File: config.mk
export PLATFORM = sky130hd
export DESIGN_NAME = wb_port_arbiter
export DESIGN_NICKNAME = d
export VERILOG_FILES = /design/src/rtl/wb_port_arbiter.sv
export SDC_FILE = /design/constraint.sdc
export NUM_CORES = 1
export LEC_CHECK = 0
export ABC_AREA = 1
export BUFFER_PORTS_ARGS = -buffer_cell sky130_fd_sc_hd__buf_2
export CORE_AREA = 4 4 102 104
export CTS_CLUSTER_SIZE = 40
export DETAILED_ROUTE_END_ITERATION = 16
export DIE_AREA = 0 0 106 108
export GPL_ROUTABILITY_DRIVEN = 0
export GPL_TIMING_DRIVEN = 0
export HOLD_SLACK_MARGIN = 0.12
export PLACE_DENSITY = 0.73
export SLEW_MARGIN = 20
export SYNTH_ARGS = -nofsm -noshare
export SYNTH_HDL_FRONTEND = slang
export SYNTH_SLANG_ARGS = --single-unit
File: constraint.sdc
create_clock -name clk -period 4.37 [get_ports clk]
set_clock_uncertainty 0.05 [all_clocks]
set_input_delay 0.437 -clock clk [delete_from_list [all_inputs] [get_ports clk]]
set_output_delay 0.437 -clock clk [all_outputs]
set_load 0.02 [all_outputs]
File: src/rtl/wb_port_arbiter.sv
// wb_port_arbiter
// Shares the single register-file write port between the pipeline WB stage
// and a long-latency unit (mul/div) result stream. LU results are buffered in
// a small FIFO and drained whenever the pipeline is not writing; if the
// buffer head waits too long, a one-cycle FORCE state stalls the pipeline
// and writes the head unconditionally.
module wb_port_arbiter #(
  parameter int XLEN         = 32,
  parameter int DEPTH        = 2,
  parameter int STARVE_LIMIT = 4
) (
  input  logic                       clk,
  input  logic                       rstn,
  input  logic                       pipe_we,
  input  logic [4:0]                 pipe_rd,
  input  logic [XLEN-1:0]            pipe_wdata,
  input  logic                       lu_valid,
  input  logic [4:0]                 lu_rd,
  input  logic [XLEN-1:0]            lu_wdata,
  output logic                       lu_ready,
  output logic                       rf_we,
  output logic [4:0]                 rf_waddr,
  output logic [XLEN-1:0]            rf_wdata,
  output logic                       stall_req,
  output logic [$clog2(DEPTH):0]     buf_level
);

  localparam int PW = $clog2(DEPTH);          // pointer width
  localparam int CW = PW + 1;                 // occupancy width (0..DEPTH)
  localparam int WW = $clog2(STARVE_LIMIT + 1);

  typedef enum logic [1:0] {
    S_IDLE  = 2'd0,
    S_DRAIN = 2'd1,
    S_FORCE = 2'd2
  } state_t;

  state_t          state_q, state_d;
  logic [CW-1:0]   count_q, count_d;
  logic [PW-1:0]   wr_ptr_q, wr_ptr_d;
  logic [PW-1:0]   rd_ptr_q, rd_ptr_d;
  logic [WW-1:0]   wait_q, wait_d;

  logic [4:0]      mem_rd   [DEPTH];
  logic [XLEN-1:0] mem_data [DEPTH];

  logic            pipe_valid;
  logic            push;
  logic            pop;
  logic [4:0]      head_rd;
  logic [XLEN-1:0] head_data;
  logic            wr_en;
  logic [4:0]      wr_addr;
  logic [XLEN-1:0] wr_data;

  // Request qualification and buffer head view.
  always_comb begin
    pipe_valid = pipe_we && (pipe_rd != 5'd0);
    lu_ready   = (count_q < CW'(DEPTH));
    push       = lu_valid && lu_ready;
    head_rd    = mem_rd[rd_ptr_q];
    head_data  = mem_data[rd_ptr_q];
  end

  // Port arbitration, FIFO bookkeeping and next-state selection.
  always_comb begin
    // NOTE: every signal gets a default first so no path leaves it unassigned (no latch).
    state_d = state_q;
    wait_d  = wait_q;
    pop     = 1'b0;
    wr_en   = 1'b0;
    wr_addr = 5'd0;
    wr_data = '0;

    unique case (state_q)
      S_IDLE: begin
        wait_d = '0;
        if (pipe_valid) begin
          wr_en   = 1'b1;
          wr_addr = pipe_rd;
          wr_data = pipe_wdata;
        end
      end
      S_DRAIN: begin
        if (pipe_valid) begin
          // Pipe wins; head is held and accumulates waiting time.
          wr_en   = 1'b1;
          wr_addr = pipe_rd;
          wr_data = pipe_wdata;
          if (wait_q != WW'(STARVE_LIMIT)) wait_d = wait_q + WW'(1);
        end else begin
          pop    = 1'b1;
          wait_d = '0;
          if (head_rd != 5'd0) begin
            wr_en   = 1'b1;
            wr_addr = head_rd;
            wr_data = head_data;
          end
        end
      end
      S_FORCE: begin
        // Pipe request ignored; MEM/WB is held so it retries next cycle.
        pop    = 1'b1;
        wait_d = '0;
        if (head_rd != 5'd0) begin
          wr_en   = 1'b1;
          wr_addr = head_rd;
          wr_data = head_data;
        end
      end
      default: ;
    endcase

    count_d  = count_q + CW'(push) - CW'(pop);
    wr_ptr_d = push ? wr_ptr_q + PW'(1) : wr_ptr_q;
    rd_ptr_d = pop  ? rd_ptr_q + PW'(1) : rd_ptr_q;

    unique case (state_q)
      S_IDLE:  state_d = push ? S_DRAIN : S_IDLE;
      S_DRAIN: begin
        if (pop)                              state_d = (count_d == '0) ? S_IDLE : S_DRAIN;
        else if (wait_d == WW'(STARVE_LIMIT)) state_d = S_FORCE;
        else                                  state_d = S_DRAIN;
      end
      S_FORCE: state_d = (count_d == '0) ? S_IDLE : S_DRAIN;
      default: state_d = S_IDLE;
    endcase
  end

  // Write-port outputs; held quiet while reset is asserted.
  always_comb begin
    rf_we     = rstn && wr_en;
    rf_waddr  = rstn ? wr_addr : 5'd0;
    rf_wdata  = rstn ? wr_data : '0;
    stall_req = (state_q == S_FORCE);
    buf_level = count_q;
  end

  // Control state registers.
  always_ff @(posedge clk or negedge rstn) begin
    // NOTE: sequential state uses non-blocking assignments only.
    if (!rstn) begin
      state_q  <= S_IDLE;
      count_q  <= '0;
      wr_ptr_q <= '0;
      rd_ptr_q <= '0;
      wait_q   <= '0;
    end else begin
      state_q  <= state_d;
      count_q  <= count_d;
      wr_ptr_q <= wr_ptr_d;
      rd_ptr_q <= rd_ptr_d;
      wait_q   <= wait_d;
    end
  end

  // Buffer storage written in push order.
  always_ff @(posedge clk) begin
    // NOTE: storage is not reset; count_q alone decides which entries are live.
    if (push) begin
      mem_rd[wr_ptr_q]   <= lu_rd;
      mem_data[wr_ptr_q] <= lu_wdata;
    end
  end

endmodule

==> results.yml, run 1 <==
final_layout:
  proportion_of_layout_cells_with_a_drive_suffix_above_1_pct: 38.7
  leading_cell_type_in_the_layout_fill_and_taps_excluded: "sky130_fd_sc_hd__buf_2"
  layout-area-overhead-vs-synth_pct: 25.4
  insertedDiodeCount: 0
  instances_no_fill: 637
  finish.net_count: 585
  fill_cells: 881
  layout.cells.most_common_list: "sky130_fd_sc_hd__buf_2 (125), sky130_fd_sc_hd__inv_1 (85), sky130_fd_sc_hd__edfxtp_1 (74)"
  post-route-util_pct: 55.3
  postLayoutCellArea_sq_mm: 0.00528
job:
  cap_violations: 0
clocking:
  clockBufferDepth: 2
  number_of_buffers_created_by_cts: 9
  ctsRootBufferMaster: "sky130_fd_sc_hd__clkbuf_8"
  cts_tree: "yes"
  clock_sinks: 83
  clock_insertion_delay_worst_skew_ns: 0.34
  cts_htree_levels: 3
  clock_slew_at_the_register_clock_pins_of_the_worst_setup_and_hold_paths_ns: 0.09
worst_hold_path:
  whs_path_depth: 1
  hold_path_end: "mem_data[1][24]$_DFFE_PP_"
  launch_instance_of_the_worst_min_delay_path: "lu_wdata[24]"
  hold_path_class: "in -> reg"
global_route:
  number_of_antenna_violations_at_the_first_check_in_global_routing: 0
  grt_pass1_wl_um: 13400
  first_global_vias: 2928
  global_route.usage.total_pct: 15.1
  grtUsageMet1_pct: 16.7
  globalRouteMet3Util_pct: 4.78
  met2_resource_use_gr_pct: 27.6
  grt_start_max_net_pins: 20
  grt.busiest_layer: "met2"
  globalRouteOverflowTotal: 0
critical_path:
  path_class: "in -> out"
  reg2reg_depth: 14
  worstReg2RegEnd: "state_q[0]$_DFF_PN0_"
  arrival_ns: 2.44
  reg2reg_slack_ns: 1.93
  critical_path.max_fanout: 10
  nature_of_the_critical_path_startpoint: "primary input"
  crit_required_ns: 3.88
  endpoint_kind: "output port"
  regToRegStartpoint: "state_q[1]$_DFF_PN0_"
timing:
  relSlewSlack_pct: 56.1
  max_slew.worst_pin.slew_ns: 0.657
  timing.final.hold_violations: 0
  setup-tns-final_ns: 0
  finalCriticalPeriod_ns: 2.93
  layout_setup_ws_ns: 1.44
  final.period_utilization_pct: 67.0
  report.final.slew_viol_count: 0
  rsz_0062_raised_after_global_routing: "false"
  max_freq_ghz: 0.342
  report.final.setup_viol: 0
synth:
  synthesized_instance_count: 365
  syn_avg_cell_area_sq_um: 11.5
  mapped_nets: 451
  synth.yosys.seq_area_share_pct: 58.1
  post_synth_num_cell_types: 34
  mappedNetlistArea_sq_mm: 0.00421
  yosys_warnings: 0
  synth.ff_latch_count: 83
drt:
  detail_route.wirelength_um: 8560
  vias_per_cell: 4.59
  detail-route-antenna-nets: 0
  average_routed_wire_per_standard_cell_um: 13.4
  drc_errors: 0
  initialDrtViolationCount: 107
  firstDrtPassIters: 4
  detailed_route_via_count: 2921
power_and_ir_drop:
  power_leakage_uw: 0.00250
  power.net_switching_uw: 1080
  comb_power_share_pct: 43.2
  cell_internal_pwr_uw: 1830
  power_density_mw_per_mm2: 552
  peakVddDrop_mv: 0.254
  power.switching_fraction_pct: 37.1
  sequentialPowerShare_pct: 38.0
  p_clk_share_pct: 18.8
floorplanning:
  die-area_sq_mm: 0.0114
  start_util_pct: 44.1
  die_w_um: 106
  floorplan.core_area_sq_mm: 0.00955
  row_count: 36
  ios: 120
  die_span_in_y_um: 108
placed_design:
  place_inst: 620
  dpl_worst_slack_ns: 1.88
  io_buffers: 119
  hpwlAfterDp_um: 6630
  detailed_place.area_sq_mm: 0.00507
outcome:
  result_of_the_run: "completed"
logic make-up (layout without fill, tap and decap cells):
group / Yosys count / in the layout / synth area share, %
and+or+nand+nor: 86 / 86 / 9.03
buffers and inverters: 105 / 244 / 10.3
DFF: 83 / 83 / 58.1
adders and majority gates: 8 / 8 / 2.38
AOI/OAI and AO/OA: 45 / 45 / 11.2
muxes: 33 / 33 / 7.93
xor gates and xnor gates: 5 / 5 / 1.04
worst max-delay path by stage:
stage	slack, ns	end	from
detailed placement	1.88	rf_wdata[5]	state_q[1]$_DFF_PN0_
finish	1.44	rf_wdata[24]	rstn
global placement	0.68	mem_data[0][13]$_DFFE_PP_	lu_valid
global route	1.26	rf_wdata[11]	rstn
CTS	1.41	rf_wdata[28]	rstn
floorplan	1.46	mem_data[0][0]$_DFFE_PP_	buf_level[1]$_DFF_PN0_
cell usage after synthesis:
cell | n | area, sq um
sky130_fd_sc_hd__inv_2 | 5 | 18.8
sky130_fd_sc_hd__xor2_1 | 4 | 35.0
sky130_fd_sc_hd__ha_1 | 8 | 100
sky130_fd_sc_hd__nor3b_1 | 1 | 7.51
sky130_fd_sc_hd__nand3_1 | 3 | 15.0
sky130_fd_sc_hd__edfxtp_1 | 74 | 2220
sky130_fd_sc_hd__nand2_4 | 1 | 11.3
sky130_fd_sc_hd__o21ai_0 | 1 | 5.00
sky130_fd_sc_hd__buf_2 | 6 | 30.0
sky130_fd_sc_hd__nand3b_1 | 1 | 7.51
sky130_fd_sc_hd__nand3_2 | 2 | 20.0
sky130_fd_sc_hd__clkinv_2 | 1 | 5.00
sky130_fd_sc_hd__nand4_2 | 1 | 12.5
sky130_fd_sc_hd__and3_1 | 1 | 6.26
sky130_fd_sc_hd__o211ai_2 | 1 | 12.5
sky130_fd_sc_hd__a32oi_1 | 1 | 8.76
sky130_fd_sc_hd__o22ai_1 | 5 | 31.3
sky130_fd_sc_hd__mux2i_2 | 1 | 13.8
sky130_fd_sc_hd__o22ai_2 | 30 | 375
sky130_fd_sc_hd__mux2i_1 | 32 | 320
sky130_fd_sc_hd__inv_1 | 85 | 319
sky130_fd_sc_hd__dfrtp_1 | 9 | 225
sky130_fd_sc_hd__nand2_1 | 30 | 113
sky130_fd_sc_hd__nor4_1 | 1 | 6.26
sky130_fd_sc_hd__a21oi_1 | 4 | 20.0
sky130_fd_sc_hd__clkbuf_1 | 4 | 15.0
sky130_fd_sc_hd__or2_1 | 1 | 6.26
sky130_fd_sc_hd__xnor2_1 | 1 | 8.76
sky130_fd_sc_hd__o21ai_1 | 2 | 10.0
sky130_fd_sc_hd__nand2_2 | 1 | 6.26
sky130_fd_sc_hd__o2111ai_1 | 1 | 8.76
sky130_fd_sc_hd__nor2_1 | 40 | 150
sky130_fd_sc_hd__nor2_2 | 3 | 18.8
sky130_fd_sc_hd__buf_6 | 4 | 45.0
flip-flops by register name, indices dropped and copies added, names as in the netlist:
name,cells
state_q,2
rd_ptr_q,1
wr_ptr_q,1
mem_rd,10
wait_q,3
mem_data,64
buf_level,2
worst max-delay path, cell delays in order:
cell	delay (ns)
sky130_fd_sc_hd__dlygate4sd3_1	0.53
sky130_fd_sc_hd__buf_2	0.20
sky130_fd_sc_hd__nand2_1	0.11
sky130_fd_sc_hd__clkbuf_1	0.41
sky130_fd_sc_hd__clkbuf_1	0.45
sky130_fd_sc_hd__nor2_1	0.11
sky130_fd_sc_hd__buf_2	0.18
through the flow:
step                power [uW]  hold slack [ns]
finish                    2910            0.227
global route              3110            0.191
CTS                       2960            0.204
detailed placement        2400            0.258
global placement          2320            0.253
floorplan                 2040           0.0914
repair_timing:
action,4_1_cts,5_1_grt
hold endpoints to repair,9,0
endpoints found under the setup margin,0,0
resized for setup,0,0
setup buffers,0,0
hold buffers,1,0
routing by layer:
layer  vias up  wire length (um)  part of all wire [%]
li1       1474                 -                     -
met3        11               449                   5.2
met1      1368              3470                    40
met4         0               136                   1.6
met5         -                 0                     0
met2        68              4510                    53
power groups by stage:
stage          combinational (uW)  clock [uW]  sequential (uW)
2_1_floorplan                 905           0             1130
3_3_place_gp                 1190           0             1130
3_5_place_dp                 1280           0             1130
4_1_cts                      1290         562             1110
5_1_grt                      1390         601             1120
6_report                     1260         546             1110
cell type report:
cell class | count | area, sq um | share of cell area [%]
sequential | 83 | 2450 | 46.4
buffer | 14 | 90.1 | 1.71
inverter | 91 | 343 | 6.49
tap | 133 | 166 | 3.15
multi-input combinational | 177 | 1350 | 25.5
timing repair buffer | 123 | 688 | 13.0
clock buffer | 9 | 124 | 2.35
clock inverter | 7 | 75.1 | 1.42
(Power assumes the default switching activity.)
==> run 2, diff against run 1 <==
--- a/config.mk
+++ b/config.mk
@@ -5,12 +5,12 @@
 export SDC_FILE = /design/constraint.sdc
 export NUM_CORES = 1
 export LEC_CHECK = 0
-export ABC_AREA = 1
+export ABC_AREA = 0
 export BUFFER_PORTS_ARGS = -buffer_cell sky130_fd_sc_hd__buf_2
-export CORE_AREA = 4 4 102 104
+export CORE_AREA = 4 4 99 101
 export CTS_CLUSTER_SIZE = 40
 export DETAILED_ROUTE_END_ITERATION = 16
-export DIE_AREA = 0 0 106 108
+export DIE_AREA = 0 0 103 105
 export GPL_ROUTABILITY_DRIVEN = 0
 export GPL_TIMING_DRIVEN = 0
 export HOLD_SLACK_MARGIN = 0.12
==> constraint.sdc (replaced) <==
create_clock -name clk -period 2.9 [get_ports clk]
set_clock_uncertainty 0.05 [all_clocks]
set_input_delay 0.29 -clock clk [delete_from_list [all_inputs] [get_ports clk]]
set_output_delay 0.29 -clock clk [all_outputs]
set_load 0.02 [all_outputs]
==> run 2 against run 1 <==
Net effect:
- the run now ends with setup timing left
- routed wire length rose by 13%
- utilization rose by 7.3 points
- clock-buffer cell count rose by 1
- largest power group unchanged
- sequential power rose by 50%
- sequential share of layout area fell by 3.0 points
==> results.yml, run 2 <==
clocking:
  cts_tree: "yes"
  clock_sinks: 83
  ctsRootBufferMaster: "sky130_fd_sc_hd__clkbuf_8"
  clock_slew_at_the_register_clock_pins_of_the_worst_setup_and_hold_paths_ns: 0.09
  clockBufferDepth: 2
  number_of_buffers_created_by_cts: 9
  clock_insertion_delay_worst_skew_ns: 0.35
  cts_htree_levels: 3
power_and_ir_drop:
  peakVddDrop_mv: 0.377
  power_density_mw_per_mm2: 788
  power_leakage_uw: 0.00230
timing:
  max_slew.worst_pin.slew_ns: 0.531
  rsz_0062_raised_after_global_routing: "true"
  relSlewSlack_pct: 64.5
  finalCriticalPeriod_ns: 2.90
  final.period_utilization_pct: 100
  max_freq_ghz: 0.345
  timing.final.hold_violations: 0
  report.final.slew_viol_count: 0
  setup-tns-final_ns: -0.00290
  layout_setup_ws_ns: -0.00214
  report.final.setup_viol: 2
synth:
  mapped_nets: 363
  synth.ff_latch_count: 83
  mappedNetlistArea_sq_mm: 0.00391
  synth_flop_cell: "sky130_fd_sc_hd__edfxtp_1"
  ys_async_sr_fraction_pct: 10.8
  synth.yosys.seq_area_share_pct: 62.6
  syn_avg_cell_area_sq_um: 14.1
  synthesized_instance_count: 277
  post_synth_num_cell_types: 39
  most_instantiated_library_cell_after_synthesis: "sky130_fd_sc_hd__edfxtp_1"
  yosysTopAreaCellShare_pct: 56.8
  cells_taking_the_most_area_after_synthesis: "sky130_fd_sc_hd__edfxtp_1 (57%), sky130_fd_sc_hd__mux2_2 (10%), sky130_fd_sc_hd__dfrtp_1 (5.8%)"
  synth_area_leader_cell: "sky130_fd_sc_hd__edfxtp_1"
  synth_edf_count: 74
  yosys_warnings: 0
  synthTopCellsByCount: "sky130_fd_sc_hd__edfxtp_1 (74), sky130_fd_sc_hd__nor2_1 (44), sky130_fd_sc_hd__mux2_2 (36)"
final_layout:
  leading_cell_type_in_the_layout_fill_and_taps_excluded: "sky130_fd_sc_hd__buf_2"
  top_regs: "mem_data: 64 flops, mem_rd: 10 flops, wait_q: 3 flops"
  insertedDiodeCount: 0
  layout.cells.most_common_list: "sky130_fd_sc_hd__buf_2 (89), sky130_fd_sc_hd__edfxtp_1 (74), sky130_fd_sc_hd__nor2_1 (42)"
  finish.net_count: 546
  registers.top_by_ff_count: "mem_data"
  proportion_of_layout_cells_with_a_drive_suffix_above_1_pct: 51.0
  postLayoutCellArea_sq_mm: 0.00564
  layout-area-overhead-vs-synth_pct: 44.2
  largest_register_ffs: 64
placed_design:
  detailed_place.area_sq_mm: 0.00470
  hpwlAfterDp_um: 6370
  dpl_worst_slack_ns: -0.234
  io_buffers: 119
critical_path:
  critical-path-max-stage-delay_ns: 0.54
  crit_chain: "inv_2, ha_4, inv_4, or4_4, buf_6, a22oi_4, buf_6, clkbuf_16, a22oi_2, nor2_1, buf_4"
  endpoint_kind: "output port"
  path_class: "reg -> out"
  critical-path-top-cell-by-count: "sky130_fd_sc_hd__buf_6"
  critical_path.max_fanout: 5
  crit_required_ns: 2.56
  critical-path-slowest-cell: "sky130_fd_sc_hd__or4_4"
  nature_of_the_critical_path_startpoint: "register"
  arrival_ns: 2.56
drt:
  detail_route.wirelength_um: 9640
  average_routed_wire_per_standard_cell_um: 16.7
  initialDrtViolationCount: 83
  drc_errors: 0
  firstDrtPassIters: 4
  detail-route-antenna-nets: 0
  vias_per_cell: 5.16
  detailed_route_via_count: 2971
global_route:
  grt_start_max_net_pins: 23
  first_global_vias: 3080
  number_of_antenna_violations_at_the_first_check_in_global_routing: 0
  global_route.usage.total_pct: 17.7
  globalRouteOverflowTotal: 0
  grt_pass1_wl_um: 14600
outcome:
  result_of_the_run: "finished with violations"
  failed_checks: "setup timing"
job:
  cap_violations: 0
floorplanning:
  row_count: 35
  start_util_pct: 43.4
  floorplan.core_area_sq_mm: 0.00902
  die_w_um: 103
  die-area_sq_mm: 0.0108
  die_span_in_y_um: 105
  ios: 120
worst_hold_path:
  hold_path_class: "in -> async"
==> run 2: cell types whose count changed after synthesis, sizes merged, moves of 4 or more <==
cell / change
mux2: +36
mux2i: -32
nand2: -27
o22ai: -34
clkbuf: +6
nand3: -5
inv: -81
buf: -4
a22oi: +38
==> run 2: cells by family after synthesis <==
family                   Yosys count  synth area share (%)
flip-flops                        83                  62.6
AND/OR/NAND/NOR                   65                  7.81
AO/OA/AOI/OAI                     55                  12.4
multiplexers                      37                  10.6
adder cells (fa/ha/maj)            8                  2.56
buffers and inverters             25                  3.10
XOR/XNOR                           4                 0.896
==> run 2: power by group <==
part           switching (uW)  internal [uW]
sequential               93.2           1570
combinational             965            916
clock                     413            487
==> run 2: path summary, 6_finish.rpt <==
| kind | startpoint | cells past startpoint | end | slack, ns |
|---|---|---|---|---|
| min in group clk | lu_valid | 3 | wr_ptr_q$_DFFE_PN0P_ | 0.36 |
| worst max-delay path | state_q[1]$_DFF_PN0_ | 11 | rf_wdata[29] | -0.002 |
| worst min-delay path | rstn | 2 | buf_level[0]$_DFF_PN0_ | 0.27 |
| max in group asynchronous | rstn | 2 | wait_q[1]$_DFF_PN0_ | 2.32 |
| worst min register to register | wait_q[1]$_DFF_PN0_ | 2 | wait_q[1]$_DFF_PN0_ | 0.48 |
| worst max register to register | state_q[1]$_DFF_PN0_ | 13 | state_q[0]$_DFF_PN0_ | 0.01 |
==> run 2: metrics by stage <==
step	hold WS [ns]	total power [uW]	std cells	util, %
6_report	0.272	4440	576	62.5
5_1_grt	0.293	4700	576	62.5
4_1_cts	0.257	4240	568	59.5
3_5_place_dp	0.117	3230	509	52.1
3_3_place_gp	0.110	3160	507	51.5
2_1_floorplan	-0.0556	2760	277	-
==> run 2: layer usage <==
layer / global-route usage [%] / vias to the layer above / share of wire, % / wire length [um]
met5: 0 / - / 0 / 0
met4: 5.92 / 0 / 1.4 / 131
met3: 4.87 / 12 / 5.0 / 479
met2: 31.5 / 97 / 55 / 5280
met1: 20.2 / 1451 / 39 / 3750
li1: - / 1411 / - / -
==> run 2: critical path: cells and delay by family, from the launching register on <==
| kind | cells | cell delay (ns) |
|---|---|---|
| simple gates | 2 | 0.65 |
| flops | 1 | 0.41 |
| fa+ha+maj | 1 | 0.16 |
| buf+inv | 6 | 0.71 |
| compound gates | 2 | 0.27 |
==> run 2: cell type report <==
| class | count | area [sq um] |
|---|---|---|
| inverter | 9 | 36.3 |
| timing repair buffer | 172 | 1230 |
| clock inverter | 6 | 88.8 |
| fill | 722 | 3380 |
| multi-input combinational | 169 | 1450 |
| buffer | 16 | 116 |
| tap | 111 | 139 |
| sequential | 83 | 2450 |
| clock buffer | 10 | 128 |
==> run 2: what timing repair did <==
item / 4_1_cts / 5_1_grt
hold buffers: 38 / 0
cloned: 1 / 1
endpoints found under the hold margin: 83 / 0
pin swaps: 3 / 16
endpoints found under the setup margin: 35 / 35
gates resized for setup: 11 / 59
buffers inserted: 4 / 7
==> run 3, diff against run 2 <==
--- a/config.mk
+++ b/config.mk
@@ -7,14 +7,15 @@
 export LEC_CHECK = 0
 export ABC_AREA = 0
 export BUFFER_PORTS_ARGS = -buffer_cell sky130_fd_sc_hd__buf_2
-export CORE_AREA = 4 4 99 101
+export CORE_AREA = 4 4 137 73
 export CTS_CLUSTER_SIZE = 40
 export DETAILED_ROUTE_END_ITERATION = 16
-export DIE_AREA = 0 0 103 105
+export DIE_AREA = 0 0 141 77
 export GPL_ROUTABILITY_DRIVEN = 0
 export GPL_TIMING_DRIVEN = 0
 export HOLD_SLACK_MARGIN = 0.12
-export PLACE_DENSITY = 0.73
+export PLACE_DENSITY = 0.77
+export SETUP_SLACK_MARGIN = 0.15
 export SLEW_MARGIN = 20
 export SYNTH_ARGS = -nofsm -noshare
 export SYNTH_HDL_FRONTEND = slang
==> constraint.sdc (replaced) <==
create_clock -name clk -period 2.34 [get_ports clk]
set_clock_uncertainty 0.05 [all_clocks]
set_input_delay 0.234 -clock clk [delete_from_list [all_inputs] [get_ports clk]]
set_output_delay 0.234 -clock clk [all_outputs]
set_load 0.02 [all_outputs]
==> run 3 against run 2 <==
Net effect:
- the flow still finishes with violations (setup timing)
- die area is 0.39% higher
- routed wire length increased by 23%
- critical path depth grew 2
- first-iteration DRC count up 140%
- global-route usage grew 2.2 points
- utilization grew 11 points
- clock power rose by 78%
- final area is 13% higher
- combinational power grew 55%
==> results.yml, run 3 (synthesized netlist as in run 2, its figures left out) <==
final_layout:
  finish.net_count: 562
  proportion_of_layout_cells_with_a_drive_suffix_above_1_pct: 64.2
  post-route-util_pct: 73.4
  largest_register_ffs: 64
  leading_cell_type_in_the_layout_fill_and_taps_excluded: "sky130_fd_sc_hd__buf_2"
  registers.top_by_ff_count: "mem_data"
  postLayoutCellArea_sq_mm: 0.00635
  insertedDiodeCount: 0
  layout.cells.most_common_list: "sky130_fd_sc_hd__buf_2 (84), sky130_fd_sc_hd__edfxtp_1 (74), sky130_fd_sc_hd__buf_6 (39)"
  layout-area-overhead-vs-synth_pct: 62.3
  top_regs: "mem_data: 64 flops, mem_rd: 10 flops, wait_q: 3 flops"
timing:
  final.period_utilization_pct: 120
  layout_setup_ws_ns: -0.461
  report.final.slew_viol_count: 0
  max_slew.worst_pin.slew_ns: 0.660
  rsz_0062_raised_after_global_routing: "true"
  max_freq_ghz: 0.357
  report.final.setup_viol: 40
  finalCriticalPeriod_ns: 2.80
  hold-worst-slack_ns: 0.259
  timing.final.hold_violations: 0
  relSlewSlack_pct: 56.0
clocking:
  ctsRootBufferMaster: "sky130_fd_sc_hd__clkbuf_16"
  number_of_buffers_created_by_cts: 9
  cts_htree_levels: 3
  cts_tree: "yes"
  clock_slew_at_the_register_clock_pins_of_the_worst_setup_and_hold_paths_ns: 0.06
  clock_sinks: 83
  clock_insertion_delay_worst_skew_ns: 0.33
  clockBufferDepth: 2
power_and_ir_drop:
  power_leakage_uw: 0.00252
  peakVddDrop_mv: 0.665
  power_density_mw_per_mm2: 1040
critical_path:
  critical_path_buf_inv_count: 3
  crit_chain: "inv_2, ha_4, inv_4, or4_4, a21boi_4, ha_4, inv_2, ha_4, xnor2_2, xnor2_1, or2_4, a221oi_2, a211oi_2"
  nature_of_the_critical_path_startpoint: "register"
  critical_path.max_fanout: 4
  crit_required_ns: 2.50
  crit_family: "simple AND/OR/NAND/NOR gates"
  worstReg2RegEnd: "state_q[0]$_DFF_PN0_"
  path_class: "reg -> reg"
  critical-path-max-stage-delay_ns: 0.53
  critical-path-slowest-cell: "sky130_fd_sc_hd__or4_4"
  reg2reg_depth: 13
  arrival_ns: 2.96
  endpoint_kind: "register"
  regToRegStartpoint: "state_q[1]$_DFF_PN0_"
  reg2reg_slack_ns: -0.46
  critical_path_cell_count: 13
  critical-path-top-cell-by-count: "sky130_fd_sc_hd__ha_4"
floorplanning:
  start_util_pct: 45.2
  floorplan.core_area_sq_mm: 0.00865
  die_w_um: 141
  die_span_in_y_um: 77
  ios: 120
  die-area_sq_mm: 0.0109
  row_count: 24
drt:
  initialDrtViolationCount: 203
  vias_per_cell: 5.31
  detail_route.wirelength_um: 11900
  firstDrtPassIters: 4
  drc_errors: 0
  detail-route-antenna-nets: 0
  average_routed_wire_per_standard_cell_um: 19.9
  detailed_route_via_count: 3177
job:
  cap_violations: 0
global_route:
  first_global_vias: 3365
  globalRouteOverflowTotal: 0
  grt_start_max_net_pins: 20
  grt_pass1_wl_um: 17000
  number_of_antenna_violations_at_the_first_check_in_global_routing: 0
  global_route.usage.total_pct: 20.0
placed_design:
  dpl_worst_slack_ns: -0.561
  hpwlAfterDp_um: 6430
  io_buffers: 119
  detailed_place.area_sq_mm: 0.00482
worst_hold_path:
  hold_path_class: "in -> async"
outcome:
  result_of_the_run: "finished with violations"
  failed_checks: "setup timing"
==> run 3: changes by cell type in the layout (fill, tap and decap cells not counted), moves of 4 or more <==
| cell | previous run | this run |
|---|---|---|
| sky130_fd_sc_hd__buf_4 | 40 | 22 |
| sky130_fd_sc_hd__a22oi_1 | 18 | 2 |
| sky130_fd_sc_hd__buf_2 | 89 | 84 |
| sky130_fd_sc_hd__nor2_2 | 1 | 30 |
| sky130_fd_sc_hd__clkbuf_16 | 1 | 10 |
| sky130_fd_sc_hd__nor2_1 | 42 | 12 |
| sky130_fd_sc_hd__buf_6 | 3 | 39 |
| sky130_fd_sc_hd__clkbuf_8 | 9 | 1 |
| sky130_fd_sc_hd__clkbuf_2 | 7 | 3 |
| sky130_fd_sc_hd__a22oi_2 | 19 | 35 |
==> run 3: worst max-delay path by stage <==
stage	from	to	slack [ns]
global placement	buf_level[1]$_DFF_PN0_	mem_data[0][13]$_DFFE_PP_	-0.56
finish	state_q[1]$_DFF_PN0_	state_q[0]$_DFF_PN0_	-0.46
detailed placement	pipe_rd[2]	state_q[0]$_DFF_PN0_	-0.56
floorplan	state_q[1]$_DFF_PN0_	state_q[0]$_DFF_PN0_	-0.39
global route	state_q[1]$_DFF_PN0_	state_q[0]$_DFF_PN0_	-0.60
CTS	state_q[1]$_DFF_PN0_	state_q[0]$_DFF_PN0_	-0.36
==> run 3: area by class of cell <==
type	instances	area, sq um
plain buffers	16	164
clock buffers	9	225
clock inverters	7	116
fillers	513	2300
inverters	9	36.3
multi-input cells	169	1670
flip-flops and latches	83	2450
well taps	117	146
repair buffers	188	1550
==> run 3: per-layer routing <==
layer  vias to the layer above  share of wire, %  global-route usage, %
li1                       1450                 -                      -
met1                      1594                40                   23.4
met2                       102                52                   35.4
met3                        31               4.3                   3.92
met4                         0               3.1                   9.48
met5                         -                 0                      0
==> run 3: what timing repair did <==
item / 4_1_cts / 5_1_grt
buffers inserted: 14 / 11
pin swaps: 11 / 32
cloned: 3 / 1
endpoints found under the hold margin: 83 / 0
gates resized for setup: 113 / 38
hold buffers: 38 / 0
endpoints found under the setup margin: 41 / 59
==> run 3: power by group <==
part           total [uW]  internal (uW)  switching (uW)
Sequential           2080           1950             127
Clock                1600           1040             560
Combinational        2910           1460            1450
Total                6590           4450            2140
==> run 3: per-stage QoR <==
stage,TNS (ns),cells,total power [uW]
finish,-11.09,598,6590
global route,-15.24,598,6900
CTS,-7.30,586,6180
detailed placement,-8.44,515,4090
global placement,-41.39,513,4000
floorplan,-0.387,277,3510
